$ cat src/rtl/msx_rom_loader.sv
`timescale 1ns/1ps
// msx_rom_loader
//
// Write-side counterpart to the ROM cartridge mappers. Takes the ROM image byte
// stream from the HPS download channel and buffers it in a small byte FIFO. It
// writes each byte into cartridge RAM through a request/acknowledge port. When
// the image is complete it publishes the number of bytes written as rom_size.
//
// Optional build macro: KONAMI_DETECT_EN adds the konami_hint output. This is a
// heuristic that counts Z80 "LD (nn),A" stores to Konami bank registers.
//
// Ports:
//   clk         system clock
//   reset       asynchronous, active-high reset
//   dl_start    one-cycle pulse, begins a new image (aborts any image in progress)
//   dl_end      one-cycle pulse, no more bytes follow (only honoured while loading)
//   dl_valid    dl_data holds a byte
//   dl_data     image byte
//   dl_ready    loader accepts the byte this cycle
//   ram_addr    RAM write byte address (BASE_ADDR + write count)
//   ram_din     RAM write data
//   ram_we      write request, held until ram_ack
//   ram_ack     one-cycle pulse, RAM accepted the write
//   rom_size    bytes written for the last completed image
//   load_done   high while a completed image is valid
//   overflow    image exceeded MAX_SIZE, sticky until the next dl_start
//   konami_hint (KONAMI_DETECT_EN only) three or more bank-register stores seen
//   busy        high while loading or flushing
module msx_rom_loader #(
  parameter logic [26:0] BASE_ADDR  = 27'h0000000,
  parameter logic [24:0] MAX_SIZE   = 25'h0100000,
  parameter int unsigned FIFO_DEPTH = 4   // power of two, minimum 2
) (
  input  logic        clk,
  input  logic        reset,
  input  logic        dl_start,
  input  logic        dl_end,
  input  logic        dl_valid,
  input  logic [7:0]  dl_data,
  output logic        dl_ready,
  output logic [26:0] ram_addr,
  output logic [7:0]  ram_din,
  output logic        ram_we,
  input  logic        ram_ack,
  output logic [24:0] rom_size,
  output logic        load_done,
  output logic        overflow,
`ifdef KONAMI_DETECT_EN
  output logic        konami_hint,
`endif
  output logic        busy
);

  localparam int unsigned PtrW = (FIFO_DEPTH > 1) ? $clog2(FIFO_DEPTH) : 1;
  localparam int unsigned CntW = PtrW + 1;
  localparam logic [CntW-1:0] FifoFull = CntW'(FIFO_DEPTH);

  typedef enum logic [1:0] {StIdle, StLoad, StFlush, StDone} state_e;

  state_e state_q, state_d;

  // FIFO storage and pointers; pointers wrap naturally because depth is 2^PtrW
  logic [7:0]      fifo_mem [FIFO_DEPTH];
  logic [PtrW-1:0] wr_ptr_q, rd_ptr_q;
  logic [CntW-1:0] fifo_cnt_q;

  logic [24:0] acc_cnt_q;   // bytes kept from the stream (saturates at MAX_SIZE)
  logic [24:0] wr_cnt_q;    // bytes acknowledged by RAM
  logic        ram_we_q;
  logic [26:0] ram_addr_q;
  logic [7:0]  ram_din_q;
  logic        overflow_q;
  logic [24:0] rom_size_q;

  logic fifo_empty, fifo_full;
  logic engine_on, accept, under_max, push, drop, pop, ack_take;

  assign fifo_empty = (fifo_cnt_q == '0);
  assign fifo_full  = (fifo_cnt_q == FifoFull);
  assign engine_on  = (state_q == StLoad) || (state_q == StFlush);

  // A byte handshaken in the same cycle as dl_start belongs to neither image.
  assign accept    = (state_q == StLoad) && dl_valid && !fifo_full && !dl_start;
  assign under_max = (acc_cnt_q < MAX_SIZE);
  assign push      = accept && under_max;
  assign drop      = accept && !under_max;

  // Write engine: issue a new request only from an idle request port.
  assign pop      = engine_on && !dl_start && !ram_we_q && !fifo_empty;
  assign ack_take = ram_we_q && ram_ack && !dl_start;

  // ---------------------------------------------------------------------------
  // FSM: state register
  // ---------------------------------------------------------------------------
  always_ff @(posedge clk or posedge reset) begin
    if (reset) begin
      state_q <= StIdle;
    end else begin
      state_q <= state_d;
    end
  end

  // ---------------------------------------------------------------------------
  // FSM: next state. dl_start from any state (re)starts loading and wins over
  // a simultaneous dl_end.
  // ---------------------------------------------------------------------------
  always_comb begin
    state_d = state_q;
    case (state_q)
      StIdle: begin
        if (dl_start) state_d = StLoad;
      end
      StLoad: begin
        if (dl_start)    state_d = StLoad;
        else if (dl_end) state_d = StFlush;
      end
      StFlush: begin
        if (dl_start)                     state_d = StLoad;
        else if (fifo_empty && !ram_we_q) state_d = StDone;
      end
      StDone: begin
        if (dl_start) state_d = StLoad;
      end
      default: state_d = StIdle;
    endcase
  end

  // ---------------------------------------------------------------------------
  // FSM: outputs
  // ---------------------------------------------------------------------------
  always_comb begin
    dl_ready  = 1'b0;
    busy      = 1'b0;
    load_done = 1'b0;
    case (state_q)
      StLoad: begin
        dl_ready = !fifo_full;
        busy     = 1'b1;
      end
      StFlush: busy      = 1'b1;
      StDone:  load_done = 1'b1;
      default: ;
    endcase
  end

  // FIFO data array, no reset needed: occupancy qualifies every read.
  always_ff @(posedge clk) begin
    if (push) fifo_mem[wr_ptr_q] <= dl_data;
  end

  // ---------------------------------------------------------------------------
  // Datapath: FIFO control, write engine, counters, status
  // ---------------------------------------------------------------------------
  always_ff @(posedge clk or posedge reset) begin
    if (reset) begin
      wr_ptr_q   <= '0;
      rd_ptr_q   <= '0;
      fifo_cnt_q <= '0;
      acc_cnt_q  <= '0;
      wr_cnt_q   <= '0;
      ram_we_q   <= 1'b0;
      ram_addr_q <= '0;
      ram_din_q  <= '0;
      overflow_q <= 1'b0;
      rom_size_q <= '0;
    end else if (dl_start) begin
      // New image: discard buffered bytes and withdraw any pending request.
      wr_ptr_q   <= '0;
      rd_ptr_q   <= '0;
      fifo_cnt_q <= '0;
      acc_cnt_q  <= '0;
      wr_cnt_q   <= '0;
      ram_we_q   <= 1'b0;
      overflow_q <= 1'b0;
    end else begin
      if (push) begin
        wr_ptr_q  <= wr_ptr_q + PtrW'(1);
        acc_cnt_q <= acc_cnt_q + 25'd1;
      end

      if (pop) begin
        rd_ptr_q   <= rd_ptr_q + PtrW'(1);
        ram_we_q   <= 1'b1;
        ram_addr_q <= BASE_ADDR + {2'b00, wr_cnt_q};
        ram_din_q  <= fifo_mem[rd_ptr_q];
      end else if (ack_take) begin
        ram_we_q <= 1'b0;
        wr_cnt_q <= wr_cnt_q + 25'd1;
      end

      if (push && !pop) begin
        fifo_cnt_q <= fifo_cnt_q + CntW'(1);
      end else if (pop && !push) begin
        fifo_cnt_q <= fifo_cnt_q - CntW'(1);
      end

      if (drop) overflow_q <= 1'b1;

      // wr_cnt_q is final once the flush drains, so latch it on entry to DONE.
      if (state_q == StFlush && state_d == StDone) rom_size_q <= wr_cnt_q;
    end
  end

  assign ram_we   = ram_we_q;
  assign ram_addr = ram_addr_q;
  assign ram_din  = ram_din_q;
  assign overflow = overflow_q;
  assign rom_size = rom_size_q;

`ifdef KONAMI_DETECT_EN
  // Sliding window over kept bytes: win1 is the older, win0 the newer byte.
  // Cleared to 8'h00, which can never complete a match on its own.
  logic [7:0] win0_q, win1_q;
  logic [3:0] match_cnt_q;
  logic       bank_hi, match;

  assign bank_hi = (dl_data == 8'h60) || (dl_data == 8'h80) || (dl_data == 8'hA0);
  assign match   = push && (win1_q == 8'h32) && (win0_q == 8'h00) && bank_hi;

  always_ff @(posedge clk or posedge reset) begin
    if (reset) begin
      win0_q      <= '0;
      win1_q      <= '0;
      match_cnt_q <= '0;
    end else if (dl_start) begin
      win0_q      <= '0;
      win1_q      <= '0;
      match_cnt_q <= '0;
    end else if (push) begin
      win1_q <= win0_q;
      win0_q <= dl_data;
      if (match && match_cnt_q != 4'hF) match_cnt_q <= match_cnt_q + 4'd1;
    end
  end

  assign konami_hint = (match_cnt_q >= 4'd3);
`endif

endmodule
$ cat config.mk
export PLATFORM = sky130hd
export DESIGN_NAME = msx_rom_loader
export DESIGN_NICKNAME = d
export VERILOG_FILES = /design/src/rtl/msx_rom_loader.sv
export SDC_FILE = /design/constraint.sdc
export NUM_CORES = 1
export LEC_CHECK = 0
export ABC_CLOCK_PERIOD_IN_PS = 4000
export BUFFER_PORTS_ARGS = -buffer_cell sky130_fd_sc_hd__clkbuf_2
export CAP_MARGIN = 15
export CELL_PAD_IN_SITES_DETAIL_PLACEMENT = 0
export CELL_PAD_IN_SITES_GLOBAL_PLACEMENT = 1
export CORE_ASPECT_RATIO = 0.6
export CORE_MARGIN = 8
export CORE_UTILIZATION = 35
export CTS_BUF_LIST = sky130_fd_sc_hd__clkbuf_8
export DETAILED_ROUTE_END_ITERATION = 6
export PLACE_DENSITY_LB_ADDON = 0.1
export SLEW_MARGIN = 5
export SYNTH_ARGS = -nofsm -noshare
export SYNTH_HDL_FRONTEND = slang
export SYNTH_SLANG_ARGS = --single-unit
$ cat constraint.sdc
create_clock -name clk -period 4 [get_ports clk]
set_clock_uncertainty 0.05 [all_clocks]
set_input_delay 0.4 -clock clk [delete_from_list [all_inputs] [get_ports clk]]
set_output_delay 0.4 -clock clk [all_outputs]
set_load 0.005 [all_outputs]
==> impl_metrics.tcl <==
set metrics [dict create \
    cpPeakStageDelay_ps 480 \
    cts_made_buffers 17 \
    num_rows 38 \
    clock_latency_ps 450 \
    gp_congestion 0.822 \
    ir_drop_mv 0.250 \
    htree_levels 4 \
    die_h_um 122 \
    ys_warn_count 0 \
    synth_cells 574 \
    synth_edf_count 32 \
    path_max_fanout 11 \
    power_w 0.00362 \
    rsz0062_at_grt "false" \
    synthArstFlopShare_pct 78.8 \
    worstSetupPathType "flop to flop" \
    avgSynthCellArea_um2 11.4 \
    routed_via_density 4.84 \
    min_path_type "primary input to asynchronous set/reset pin" \
    cts.clk_slew.worst_paths_ps 100 \
    area_growth_pct 15.7 \
    setup_viol 0 \
    dieArea_um2 23500 \
    postRouteWirelength_um 15500 \
    status "finished clean" \
    yosysSeqAreaShare_pct 60.0 \
    cp-end-kind "flop" \
    setup-tns-final_ps 0 \
    drt-met1-wl_um 8160 \
    dp_hpwl_um 10700 \
    drt_first_pass_iters 4 \
    grt_use_total_pct 13.8 \
    synthFlopType "dfrtp_1" \
    slew_viol_final 0 \
    reg2regPathDepth 8 \
    grt_first_pass_wirelength_um 25400 \
    yosysTopAreaCell "dfrtp_1" \
    synth_cell_types 46 \
    fin_crit_sh_pct 63.9 \
    ff_latch_area_um2 3940 \
    routed-wl-met2_um 6560 \
    top_level_ports 79 \
    cts_buffer_depth 2 \
    worstPathArrival_ps 2850 \
    grt_overflow 0 \
    slowest_stage "nor3b_1" \
    drive_above_1_share_pct 24.9 \
    antenna_found_initial 0 \
    cts_sinks 151 \
    start_util_pct 36.0 \
    fillers 1762 \
    core_area_um2 18200 \
    worst_path_most_repeated_cell "nor3_1" \
    synthTopCellsByArea "dfrtp_1 45%, edfxtp_1 15%, nand2_1 6.7%, mux2_2 4.6%, xor2_1 2.8%" \
    wl_per_cell_um 17.2 \
    drc 0 \
    crit_chain "nor3b_1 > or2_2 > nor3_1 > fa_1 > nor3_1 > nand4_1 > and4_1 > o31ai_1" \
    drtIter0Drc 345 \
    synth.ff_latch_count 151 \
    multi_input_area_um2 2460 \
    wl_met3_um 677 \
    antenna_left 0 \
    drv_cap 0 \
    clockRootBuffer "clkbuf_8" \
    cellPowerDensity_nw_per_um2 477 \
    hold_viol 0 \
    start_kind "flop" \
    port_buffers 76 \
    hold_buffers 0 \
    synth_top_area_share_pct 45.4 \
    syn_area_um2 6560 \
    num_antenna_cells 0 \
    slew_headroom_pct 40.3 \
    worst_pin_slew_ps 889 \
    grt_pass1_vias 4550 \
    crit_required_ps 4300 \
    p_leak_nw 3.52 \
    fmax_ghz 0.391 \
    grt_max_degree 63 \
    fin_crit_ps 2560 \
    highest_layer "met4" \
    cts-resized-gates 0 \
    die_x_um 193 \
    cts_tree "done" \
    num_vias 4366 \
    cts_setup_buffers 0 \
    final_nets 674 \
]
-- cells in the mapped netlist, drive strengths merged, types with 10 or more instances --
cell / number
nor2: 45
nand3: 20
mux2: 27
inv: 13
dfrtp: 119
buf: 12
nand4: 21
and3: 13
ha: 10
edfxtp: 32
clkbuf: 17
a21oi: 13
o21ai: 12
xnor2: 14
nand2: 117
xor2: 21
-- cells by family after synthesis --
group / Yosys count / synth area share [%]
multiplexers: 38 / 7.84
XOR/XNOR: 35 / 4.67
AO/OA/AOI/OAI: 31 / 2.59
flip-flops: 151 / 60.0
adder cells (fa/ha/maj): 11 / 2.21
buffers and inverters: 42 / 2.69
AND/OR/NAND/NOR: 265 / 19.9
other: 1 / 0.0572
-- report_power, final --
group          total [W]  internal, W  switching, W
Combinational   0.000687     0.000248      0.000439
Sequential       0.00178      0.00168      0.000105
Clock            0.00115     0.000468      0.000684
Total            0.00362      0.00239       0.00123
-- per-stage QoR --
step           util (%)  std cells  setup slack (ps)  cell area, µm²  hold WS (ps)
3_3_place_gp       39.6        870              1450            7200           406
5_1_grt            41.7        902              1210            7590          81.9
6_report           41.7        902              1440            7590          46.7
2_1_floorplan         -        575               393            6570           396
4_1_cts            41.7        902              1440            7590          60.0
3_5_place_dp       39.6        870              1430            7200           413
-- sequential cells by signal, summed over array words and instances (netlist names) --
| signal | flops |
|---|---|
| ram_we | 1 |
| fifo_mem | 32 |
| wr_cnt_q | 25 |
| fifo_cnt_q | 3 |
| acc_cnt_q | 25 |
| wr_ptr_q | 2 |
| state_q | 2 |
| rom_size | 25 |
| ram_din | 8 |
| rd_ptr_q | 2 |
| ram_addr | 25 |
| overflow | 1 |
-- area by class of cell --
class / instances / area share [%]
repair buffers: 84 / 5.97
inverters: 13 / 0.676
well taps: 240 / 3.96
clock buffers: 17 / 3.08
multi-input cells: 382 / 32.4
clock inverters: 15 / 2.03
flip-flops and latches: 151 / 51.9
-- cells in the final DEF (no fill, tap or decap), types with 3 or more instances in the layout --
cell type / count
dfrtp_1: 119
nand2_1: 117
clkbuf_2: 76
nor2_1: 44
edfxtp_1: 32
mux2_2: 27
xor2_1: 21
nand4_1: 21
nand3_1: 20
clkbuf_8: 17
xnor2_1: 14
and3_1: 13
a21oi_1: 12
o21ai_0: 12
inv_1: 12
ha_1: 10
mux4_2: 8
nor2b_1: 8
nor3_1: 7
or3_1: 7
buf_4: 7
inv_6: 6
nor4_2: 4
and4_1: 4
inv_8: 4
and2_1: 3
nand2b_1: 3
mux2i_1: 3
-- worst max-delay path: cells and delay by family, from the launching register on --
kind,cells,cell delay (ps)
flip-flops,1,430
AO/OA/AOI/OAI,1,60
AND/OR/NAND/NOR,6,1480
adder cells (fa/ha/maj),1,440
-- worst paths after layout --
check / start / end / slack (ps)
worst min register to register: ram_addr[7]$_DFFE_PP0P_ / ram_addr[7]$_DFFE_PP0P_ / 430
worst max-delay path: fifo_cnt_q[2]$_DFFE_PP0P_ / fifo_cnt_q[2]$_DFFE_PP0P_ / 1440
worst min-delay path: reset / ram_din[4]$_DFFE_PP0P_ / 50
worst max register to register: fifo_cnt_q[2]$_DFFE_PP0P_ / fifo_cnt_q[2]$_DFFE_PP0P_ / 1440
max in group asynchronous: reset / acc_cnt_q[11]$_DFFE_PP0P_ / 3040
min in group clk: dl_data[0] / fifo_mem[1][0]$_DFFE_PP_ / 110
-- routing by layer --
metal	vias up	track usage (%)
met5	-	0
met4	0	3.85
met3	7	3.17
met2	71	19.5
met1	2178	20.8
li1	2110	-
(Power assumes the default switching activity.)
